**src/rtl/mc_pkg.sv**
```systemverilog
//==============================================================================
// Module      : mc_pkg
// Description : Shared encodings for the unified-memory arbiter.
// Revision    : 1.0
//==============================================================================
`default_nettype none

package mc_pkg;

    localparam logic [1:0] IDLE = 2'd0;
    localparam logic [1:0] ACC  = 2'd1;
    localparam logic [1:0] RESP = 2'd2;

    localparam logic OWN_CPU = 1'b0;
    localparam logic OWN_LD  = 1'b1;

    localparam int LAT_DEFAULT = 2;

endpackage

`default_nettype wire

```
**src/rtl/mem_arbiter_if.sv**
```systemverilog
//==============================================================================
// Module      : mem_arbiter_if
// Description : CPU, loader and memory-side signals of the memory arbiter.
// Revision    : 1.0
//==============================================================================
`default_nettype none

interface mem_arbiter_if #(
    parameter int AW = 32,
    parameter int DW = 32
);
    logic          cpu_req;
    logic          cpu_we;
    logic [AW-1:0] cpu_addr;
    logic [DW-1:0] cpu_wdata;
    logic [DW-1:0] cpu_rdata;
    logic          cpu_ack;
    logic          cpu_stall;

    logic          ld_req;
    logic          ld_we;
    logic [AW-1:0] ld_addr;
    logic [DW-1:0] ld_wdata;
    logic [DW-1:0] ld_rdata;
    logic          ld_ack;

    logic          mem_en;
    logic          mem_we;
    logic [AW-1:0] mem_addr;
    logic [DW-1:0] mem_wdata;
    logic [DW-1:0] mem_rdata;

    logic          owner;
    logic          busy;

    // Arbiter side
    modport master (
        input  cpu_req, cpu_we, cpu_addr, cpu_wdata,
        output cpu_rdata, cpu_ack, cpu_stall,
        input  ld_req, ld_we, ld_addr, ld_wdata,
        output ld_rdata, ld_ack,
        output mem_en, mem_we, mem_addr, mem_wdata,
        input  mem_rdata,
        output owner, busy
    );

    // Requester and memory side
    modport slave (
        output cpu_req, cpu_we, cpu_addr, cpu_wdata,
        input  cpu_rdata, cpu_ack, cpu_stall,
        output ld_req, ld_we, ld_addr, ld_wdata,
        input  ld_rdata, ld_ack,
        input  mem_en, mem_we, mem_addr, mem_wdata,
        output mem_rdata,
        input  owner, busy
    );

endinterface

`default_nettype wire

```
**src/rtl/mem_arbiter_rr_arb2.sv**
```systemverilog
//==============================================================================
// Module      : rr_arb2
// Description : Combinational two-requester round-robin (bit 0 CPU, bit 1 loader).
// Revision    : 1.0
//==============================================================================
`default_nettype none

module rr_arb2
    import mc_pkg::*;
(
    input  logic [1:0] req,
    input  logic       last,
    input  logic [1:0] mask,
    output logic       gnt_valid,
    output logic       gnt_id
);

    logic [1:0] w_elig;

    assign w_elig = req & ~mask;

    always_comb begin
        gnt_valid = |w_elig;
        gnt_id    = OWN_CPU;
        case (w_elig)
            2'b01:   gnt_id = OWN_CPU;
            2'b10:   gnt_id = OWN_LD;
            2'b11:   gnt_id = ~last;
            default: gnt_id = OWN_CPU;
        endcase
    end

endmodule

`default_nettype wire

```
**src/rtl/mem_arbiter.sv**
```systemverilog
//==============================================================================
// Module      : mem_arbiter
// Description : Fixed-latency CPU/loader arbiter and sequencer for unified memory.
// Revision    : 1.0
//==============================================================================
`default_nettype none

module mem_arbiter
    import mc_pkg::*;
#(
    parameter int AW  = 32,
    parameter int DW  = 32,
    parameter int LAT = LAT_DEFAULT
) (
    input  logic          clk,
    input  logic          rst_n,
    mem_arbiter_if.master bus
);

    logic [1:0]    r_state;
    logic [3:0]    r_cnt;
    logic          r_last;
    logic          r_owner;
    logic          r_we;
    logic [AW-1:0] r_addr;
    logic [DW-1:0] r_wdata;
    logic [DW-1:0] r_cpu_rdata;
    logic [DW-1:0] r_ld_rdata;

    logic [1:0]    w_req;
    logic [1:0]    w_mask;
    logic          w_gnt_valid;
    logic          w_gnt_id;
    logic          w_start;
    logic          w_resp;

    assign w_req  = {bus.ld_req, bus.cpu_req};
    assign w_resp = (r_state == RESP);
    // The RESP owner's request is stale and must not win a second grant
    assign w_mask = w_resp ? ((r_owner == OWN_LD) ? 2'b10 : 2'b01) : 2'b00;

    rr_arb2 u_rr_arb2 (
        .req       (w_req),
        .last      (r_last),
        .mask      (w_mask),
        .gnt_valid (w_gnt_valid),
        .gnt_id    (w_gnt_id)
    );

    assign w_start = w_gnt_valid && ((r_state == IDLE) || w_resp);

    always_ff @(posedge clk or negedge rst_n) begin
        if (!rst_n) begin
            r_state     <= IDLE;
            r_cnt       <= 4'd0;
            r_last      <= OWN_LD;
            r_owner     <= OWN_CPU;
            r_we        <= 1'b0;
            r_addr      <= '0;
            r_wdata     <= '0;
            r_cpu_rdata <= '0;
            r_ld_rdata  <= '0;
        end else begin
            case (r_state)
                IDLE: begin
                    if (w_start) r_state <= ACC;
                end
                ACC: begin
                    if (r_cnt == 4'd0) begin
                        r_state <= RESP;
                        if (!r_we) begin
                            if (r_owner == OWN_LD) r_ld_rdata  <= bus.mem_rdata;
                            else                   r_cpu_rdata <= bus.mem_rdata;
                        end
                    end else begin
                        r_cnt <= r_cnt - 4'd1;
                    end
                end
                RESP: begin
                    r_last  <= r_owner;
                    r_state <= w_start ? ACC : IDLE;
                end
                default: r_state <= IDLE;
            endcase

            if (w_start) begin
                r_owner <= w_gnt_id;
                r_cnt   <= 4'(LAT - 1);
                r_we    <= (w_gnt_id == OWN_LD) ? bus.ld_we    : bus.cpu_we;
                r_addr  <= (w_gnt_id == OWN_LD) ? bus.ld_addr  : bus.cpu_addr;
                r_wdata <= (w_gnt_id == OWN_LD) ? bus.ld_wdata : bus.cpu_wdata;
            end
        end
    end

    assign bus.mem_en    = (r_state == ACC);
    assign bus.mem_we    = bus.mem_en & r_we;
    assign bus.mem_addr  = r_addr;
    assign bus.mem_wdata = r_wdata;

    assign bus.cpu_ack   = w_resp && (r_owner == OWN_CPU);
    assign bus.ld_ack    = w_resp && (r_owner == OWN_LD);
    assign bus.cpu_stall = bus.cpu_req & ~bus.cpu_ack;
    assign bus.cpu_rdata = r_cpu_rdata;
    assign bus.ld_rdata  = r_ld_rdata;
    assign bus.owner     = r_owner;
    assign bus.busy      = (r_state != IDLE);

endmodule

`default_nettype wire

```
**src/flat_wrapper.sv**
```systemverilog
// flat-port wrapper written by rule: the top's interface ports become plain ports
module mem_arbiter_flat import mc_pkg::*;
#(
    parameter int AW  = 32,
    parameter int DW  = 32,
    parameter int LAT = LAT_DEFAULT
)
  (clk, rst_n, bus_cpu_req, bus_cpu_we, bus_cpu_addr, bus_cpu_wdata, bus_cpu_rdata, bus_cpu_ack, bus_cpu_stall, bus_ld_req, bus_ld_we, bus_ld_addr, bus_ld_wdata, bus_ld_rdata, bus_ld_ack, bus_mem_en, bus_mem_we, bus_mem_addr, bus_mem_wdata, bus_mem_rdata, bus_owner, bus_busy);
  mem_arbiter_if #(.AW(AW), .DW(DW)) bus_i ();
  input  logic clk;
  input  logic rst_n;
  input wire logic [$bits(bus_i.cpu_req)-1:0] bus_cpu_req;
  input wire logic [$bits(bus_i.cpu_we)-1:0] bus_cpu_we;
  input wire logic [$bits(bus_i.cpu_addr)-1:0] bus_cpu_addr;
  input wire logic [$bits(bus_i.cpu_wdata)-1:0] bus_cpu_wdata;
  output wire logic [$bits(bus_i.cpu_rdata)-1:0] bus_cpu_rdata;
  output wire logic [$bits(bus_i.cpu_ack)-1:0] bus_cpu_ack;
  output wire logic [$bits(bus_i.cpu_stall)-1:0] bus_cpu_stall;
  input wire logic [$bits(bus_i.ld_req)-1:0] bus_ld_req;
  input wire logic [$bits(bus_i.ld_we)-1:0] bus_ld_we;
  input wire logic [$bits(bus_i.ld_addr)-1:0] bus_ld_addr;
  input wire logic [$bits(bus_i.ld_wdata)-1:0] bus_ld_wdata;
  output wire logic [$bits(bus_i.ld_rdata)-1:0] bus_ld_rdata;
  output wire logic [$bits(bus_i.ld_ack)-1:0] bus_ld_ack;
  output wire logic [$bits(bus_i.mem_en)-1:0] bus_mem_en;
  output wire logic [$bits(bus_i.mem_we)-1:0] bus_mem_we;
  output wire logic [$bits(bus_i.mem_addr)-1:0] bus_mem_addr;
  output wire logic [$bits(bus_i.mem_wdata)-1:0] bus_mem_wdata;
  input wire logic [$bits(bus_i.mem_rdata)-1:0] bus_mem_rdata;
  output wire logic [$bits(bus_i.owner)-1:0] bus_owner;
  output wire logic [$bits(bus_i.busy)-1:0] bus_busy;
  assign bus_i.cpu_req = bus_cpu_req;
  assign bus_i.cpu_we = bus_cpu_we;
  assign bus_i.cpu_addr = bus_cpu_addr;
  assign bus_i.cpu_wdata = bus_cpu_wdata;
  assign bus_cpu_rdata = bus_i.cpu_rdata;
  assign bus_cpu_ack = bus_i.cpu_ack;
  assign bus_cpu_stall = bus_i.cpu_stall;
  assign bus_i.ld_req = bus_ld_req;
  assign bus_i.ld_we = bus_ld_we;
  assign bus_i.ld_addr = bus_ld_addr;
  assign bus_i.ld_wdata = bus_ld_wdata;
  assign bus_ld_rdata = bus_i.ld_rdata;
  assign bus_ld_ack = bus_i.ld_ack;
  assign bus_mem_en = bus_i.mem_en;
  assign bus_mem_we = bus_i.mem_we;
  assign bus_mem_addr = bus_i.mem_addr;
  assign bus_mem_wdata = bus_i.mem_wdata;
  assign bus_i.mem_rdata = bus_mem_rdata;
  assign bus_owner = bus_i.owner;
  assign bus_busy = bus_i.busy;
  mem_arbiter #(.AW(AW), .DW(DW), .LAT(LAT)) u_core (.clk(clk), .rst_n(rst_n), .bus(bus_i));
endmodule
```
**config.mk**
```make
export PLATFORM = sky130hd
export DESIGN_NAME = mem_arbiter_flat
export DESIGN_NICKNAME = d
export VERILOG_FILES = /design/src/rtl/mc_pkg.sv /design/src/rtl/mem_arbiter_if.sv /design/src/rtl/mem_arbiter_rr_arb2.sv /design/src/rtl/mem_arbiter.sv /design/src/flat_wrapper.sv
export SDC_FILE = /design/constraint.sdc
export NUM_CORES = 1
export LEC_CHECK = 0
export BUFFER_PORTS_ARGS = -buffer_cell sky130_fd_sc_hd__buf_2
export CELL_PAD_IN_SITES_DETAIL_PLACEMENT = 2
export CELL_PAD_IN_SITES_GLOBAL_PLACEMENT = 2
export CORE_ASPECT_RATIO = 0.75
export CORE_MARGIN = 2
export CORE_UTILIZATION = 28
export CTS_CLUSTER_DIAMETER = 30
export DETAILED_ROUTE_END_ITERATION = 16
export PLACE_DENSITY_LB_ADDON = 0.05
export SKIP_CTS_REPAIR_TIMING = 1
export SYNTH_ARGS = -nofsm -noshare
export SYNTH_HDL_FRONTEND = slang
export SYNTH_HIERARCHICAL = 1
export SYNTH_SLANG_ARGS = --single-unit
```
**constraint.sdc**
```tcl
create_clock -name clk -period 2.4 [get_ports clk]
set_clock_uncertainty 0.05 [all_clocks]
set_input_delay 0.24 -clock clk [delete_from_list [all_inputs] [get_ports clk]]
set_output_delay 0.24 -clock clk [all_outputs]
set_load 0.005 [all_outputs]
```
* Word level (Yosys, flattened, before mapping)
Index checks and enable logic that the tools add are counted.
Operators by class: add/subtract/negate cells 1, eq/ne operators 7, mux-type cells 13, bitwise logic cells 8, reduce and logical (&&, ||, !) cells 13
Operators by type and width (number):
- $mux W32 | 2
- $mux W4 | 3
- $mux W2 | 4
- $reduce_and A4 Y1 | 2
- $eq A2 B2 Y1 const B | 3
- $pmux W2 S3 | 1
- $logic_not A4 Y1 | 1
- $ne A2 B1 Y1 const B | 2
- $not A1 Y1 | 4
- $reduce_and A2 Y1 | 2
- $reduce_bool A2 Y1 | 2
- $sub A4 B1 Y4 const B | 1
- $logic_and A1 B1 Y1 | 3
- $and A1 B1 Y1 | 2
- $and A2 B2 Y2 | 1
- $eq A2 B1 Y1 const B | 1
- $logic_not A2 Y1 | 1
- $mux W1 | 2
- $ne A2 B2 Y1 const B | 1
- $not A2 Y2 | 1
- $pmux W1 S2 | 1
- $reduce_or A2 Y1 | 1
- $logic_or A1 B1 Y1 | 1
Storage, ports and cells: register bits after elaboration 137, input bits 166, logic and storage cells 51

* Depth between registers and ports, before layout
depth in word-level cells 8, depth in mapped cells 10

* Hierarchy
Netlist, hierarchy kept.
By module, submodules not included:
- mem_arbiter | instances 1, cells an instance 460, area each 5999.5 um^2
- rr_arb2 | instances 1, cells an instance 5, area each 38.8 um^2

* Worst setup path after synthesis
OpenSTA, ideal clock, no wires.
path kind reg-to-reg, start register u_core.r_state[0], end register u_core.r_wdata[13], in the netlist u_core/bus.mem_wdata[13], library setup time 0.083 ns, data arrival time 1.936 ns, required time 2.267 ns, setup slack 0.331 ns, stages on the path, launching flop included 11, path buffers 3, clock period less this slack 2.069 ns, path through dfrtp_1 nand2b_1 nor2_1 nand2b_4 o21ai_1 nand2b_1 clkbuf_1 clkbuf_1 buf_1 nand2_1 o21ai_0
On the way: elaborated cells on any way between the ends 12, those cells by class eq/ne (3); mux (3); bitwise (2); reduce/logical (4)
RTL lines:
- start, declared | line mem_arbiter.sv:20 | logic [1:0] r_state;
- start signal, assigned | line mem_arbiter.sv:81 | r_state <= w_start ? ACC : IDLE;
- $eq A2 B2 Y1 | line mem_arbiter.sv:38 | assign w_resp = (r_state == RESP);
- $mux W2 | line mem_arbiter.sv:40 | assign w_mask = w_resp ? ((r_owner == OWN_LD) ? 2'b10 : 2'b01) : 2'b00;
- $not A2 Y2 | line mem_arbiter_rr_arb2.sv:20 | assign w_elig = req & ~mask;
- $and A2 B2 Y2 | line mem_arbiter_rr_arb2.sv:20
- $reduce_or A2 Y1 | line mem_arbiter_rr_arb2.sv:23 | gnt_valid = |w_elig;
- named net u_core.w_gnt_valid | line mem_arbiter.sv:32 | logic w_gnt_valid;
- $logic_and A1 B1 Y1 | line mem_arbiter.sv:50 | assign w_start = w_gnt_valid && ((r_state == IDLE) || w_resp);
- end signal, assigned | line mem_arbiter.sv:91 | r_wdata <= (w_gnt_id == OWN_LD) ? bus.ld_wdata : bus.cpu_wdata;
- end, declared | line mem_arbiter.sv:26 | logic [DW-1:0] r_wdata;
The timed path passes the listed nets, and every way through them passes these cells. A chain may end at the register's enable or synchronous reset.

* Worst setup path after layout
start register u_core.r_cnt[0], end register u_core.r_cpu_rdata[31], in the netlist u_core/bus.cpu_rdata[31]
On the way: cells in the longest elaborated chain, start to end 2
RTL lines:
- start, declared | line mem_arbiter.sv:21 | logic [3:0] r_cnt;
- start signal, assigned | line mem_arbiter.sv:76 | r_cnt <= r_cnt - 4'd1;
- start signal, assigned | line mem_arbiter.sv:88 | r_cnt <= 4'(LAT - 1);
- $logic_not A4 Y1 | line mem_arbiter.sv:69 | if (r_cnt == 4'd0) begin
- $reduce_and A4 Y1 (no source line)
- end signal, assigned | line mem_arbiter.sv:73 | else r_cpu_rdata <= bus.mem_rdata;
- end, declared | line mem_arbiter.sv:27 | logic [DW-1:0] r_cpu_rdata;
Every way passes these cells.

==> metrics.md <==
| Metric | Value |
|---|---|
| Yosys reg bits | `137` |
| Crit-path max FO | `32` |
| DIE HEIGHT | `about 130 um` |
| Mapped Cells | `465` |
| Setup crit start | `u_core/r_cnt[0]$_DFFE_PN0P_` |
| CP bufs+invs | `2` |
| Antenna viol nets, final | `0` |
| Final net count | `about 940` |
| Die Wd | `~170 um` |
| IO buf count | `300` |
| Synth Area in Adders | `less than 1%` |
| GP Congestion | `around 0.76` |
| Worst Setup End Kind | `register` |
| Yosys Warn Count | `6` |
| Share of layout cells above drive strength 1 | `a little over half` |
| CTS buffer count | `17` |
| Most frequent cells in the layout | `buf_2, dfrtp_1, nand2_1` |
| Max-Cap Viols | `0` |
| Largest net degree at the start of global routing | `57` |
| Reg2Reg Depth | `6` |
| Startpoint types | `register` |
| TritonRoute pass-1 iters | `4` |
| Max IR drop VDD | `approximately 0.53 mV` |
| Clk sink count | `roughly 140` |
| Root Driver | `clkbuf_16` |
| RSZ-0062 raised after global routing | `no` |
| Number of global-route vias before repair | `around 5400` |
| CTS tree | `built` |
| Hold path start | `bus_mem_rdata[20]` |
| Core area | `~21000 um2` |
| First-pass GRT wire length | `31300 um` |
| Hold Crit Depth | `2` |
| DRC errors left | `0` |
| Wirelength, routed | `about 19000 um` |
| Area delta synth->final | `41.8%` |
| Power per Cell Area | `between 1000 and 1500 nW/um2` |
| WHS | `around 0.016 ns` |
| H-tree Lvls | `4` |
| Worst-Skew Late Latency | `0.42 ns` |
| Largest family of logic cells by synthesized area | `multiplexers` |
| Core Util, Final | `roughly 41%` |
| DP HPWL | `14800 um` |
| Worst hold endpoint | `u_core/bus.ld_rdata[20]$_DFFE_PN0P_` |
| Critical path cell sequence | `inv_1 -> ha_1 -> nand2b_1 -> or4b_2 -> buf_12 -> mux2_1` |
| Boundary Pins | `301` |
| Peak Freq | `444 MHz` |
| Clk slew on worst S/H paths | `about 0.070 ns` |
| Slew HR | `a little under two thirds` |
| Simple-gate share of the synthesized area | `6.38%` |
| Initial DRC Count | `159` |
| Period minus WS final | `2.25 ns` |
| Outcome | `finished, final reports clean` |
| Final Hold Fails | `0` |
| Critical path type | `reg -> reg` |
| Leading cell type in the layout, fill and taps excluded | `buf_2` |
| Worst path slowest cell | `or4b_2` |
| Site Rows | `46` |
| Initial antenna violation count | `1` |
| Sequential Area | `~3400 um2` |
| Slew @ Worst Pin | `0.549 ns` |
| CP max stage delay | `just under 0.7 ns` |
| Reg2Reg Capture Point | `u_core/bus.cpu_rdata[31]$_DFFE_PN0P_` |
| CTS max path bufs | `2` |
| Slew Viols, Final | `0` |
| Global Route Usage Sum | `between 10% and 20%` |
| Setup TNS | `0 ns` |
| Initial Util | `28.6%` |
| Total gr overflow | `0` |
| Min-delay worst type | `in -> reg` |
| R2r setup slk | `approximately 0.15 ns` |
| R2R Path Start | `u_core/r_cnt[0]$_DFFE_PN0P_` |
| Cell variety after synth | `29` |
| Layout fillers | `about 2300` |
| Mux contribution to synthesized area | `between 20 and 30%` |
| Syn nets | `~630` |
| Syn avg cell area | `about 13 um2` |
| XOR/XNOR share of the synthesized area | `0%` |
| Seq/Total Area, Yosys | `roughly 57%` |
| Synthesized area | `about 6000 um2` |
| DR WL/cell | `between 15 and 20 um` |
| Drt via density | `between 4 and 5` |
| Final period utilization | `between 90% and 100%` |
| Required time of the worst setup path | `around 2.7 ns` |
| Routed vias | `between 4000 and 5000` |
| Final setup violating endpoints | `0` |
| Leakage power | `~4.5 nW` |
| Area occupied by multi-input gates | `2440 um2` |
| Family with the most delay on the worst path | `simple AND/OR/NAND/NOR gates` |
| Crit path DAT | `roughly 2.5 ns` |
| Compound-Gate Fraction of Synth Area | `6.13%` |
| DIE AREA | `~23000 um2` |
cell families (layout without fill, tap and decap cells):
logic type,after synthesis,in the layout
mux,133,133
buf+inv,36,355
compound gates,71,71
other cells,0,1
flops,137,137
fa+ha+maj,2,2
simple gates,86,86
registers in the layout, summed over array words and instances, names as in the netlist:
register              cells
u_core/r_we               1
u_core/bus.cpu_rdata     32
u_core/bus.ld_rdata      32
u_core/r_cnt              4
u_core/bus.owner          1
u_core/bus.mem_wdata     32
u_core/r_state            2
u_core/bus.mem_addr      32
u_core/r_last             1
worst max path at each step:
| stage | endpoint | cells after the start | slack [ns] |
|---|---|---|---|
| after detailed placement | u_core/bus.cpu_rdata[31]$_DFFE_PN0P_ | 6 | 0.16 |
| after global routing | u_core/bus.cpu_rdata[0]$_DFFE_PN0P_ | 6 | 0.04 |
| after global placement | u_core/bus.ld_rdata[0]$_DFFE_PN0P_ | 6 | 0.26 |
| after CTS | u_core/bus.cpu_rdata[31]$_DFFE_PN0P_ | 6 | 0.15 |
| after floorplan | u_core/bus.mem_wdata[13]$_DFFE_PN0P_ | 10 | 0.33 |
| final | u_core/bus.cpu_rdata[31]$_DFFE_PN0P_ | 6 | 0.15 |
stage by stage:
stage	setup slack, ns	std cells	area [um2]	power [mW]
3_3_place_gp	0.256	1033	7920	8.38
6_report	0.147	1073	8560	11.0
2_1_floorplan	0.331	465	6040	6.42
5_1_grt	0.0432	1072	8560	11.9
4_1_cts	0.153	1065	8490	11.3
3_5_place_dp	0.164	1033	7920	8.64
where the power goes:
part	internal, mW	switching, mW
logic	2.33	2.02
clock network	1.39	1.14
registers	3.48	0.687
total	7.21	3.84
synth_stat cells:
library cell | count | area (um2)
ha_1 | 2 | 25.0
inv_1 | 5 | 18.8
or4b_1 | 2 | 20.0
and4b_1 | 1 | 10.0
a21boi_0 | 1 | 7.51
buf_2 | 7 | 35.0
o21ai_1 | 26 | 130
o21a_1 | 1 | 7.51
nand2b_4 | 1 | 13.8
buf_6 | 6 | 67.6
and3_1 | 1 | 6.26
or2_2 | 2 | 12.5
nor2_1 | 2 | 7.51
and2_1 | 1 | 6.26
mux2i_1 | 67 | 671
buf_1 | 4 | 15.0
mux2_1 | 4 | 45.0
dfstp_2 | 1 | 26.3
nor3b_2 | 1 | 12.5
nand2_1 | 69 | 259
mux2_2 | 2 | 22.5
a21o_1 | 1 | 7.51
nor2b_1 | 3 | 18.8
clkbuf_1 | 14 | 52.6
a31oi_2 | 1 | 12.5
o21ai_0 | 41 | 205
dfrtp_1 | 136 | 3400
mux2_4 | 60 | 901
nand2b_1 | 3 | 18.8
routing by layer:
metal  routed length (um)  GRT usage [%]
met3                 1570           6.57
met1                 8570           22.5
met4                  116           4.06
met5                   13              0
met2                 9080           28.1
area by class of cell:
type / count / share of cell area (%)
Timing Repair Buffer: 318 / 20.4
Antenna cell: 1 / 0.0292
Sequential cell: 137 / 40.1
Tap cell: 288 / 4.21
Inverter: 5 / 0.219
Clock inverter: 14 / 1.48
Multi-Input combinational cell: 292 / 28.5
Clock buffer: 18 / 5.13
No activity file was read; power rests on OpenSTA's default activity.
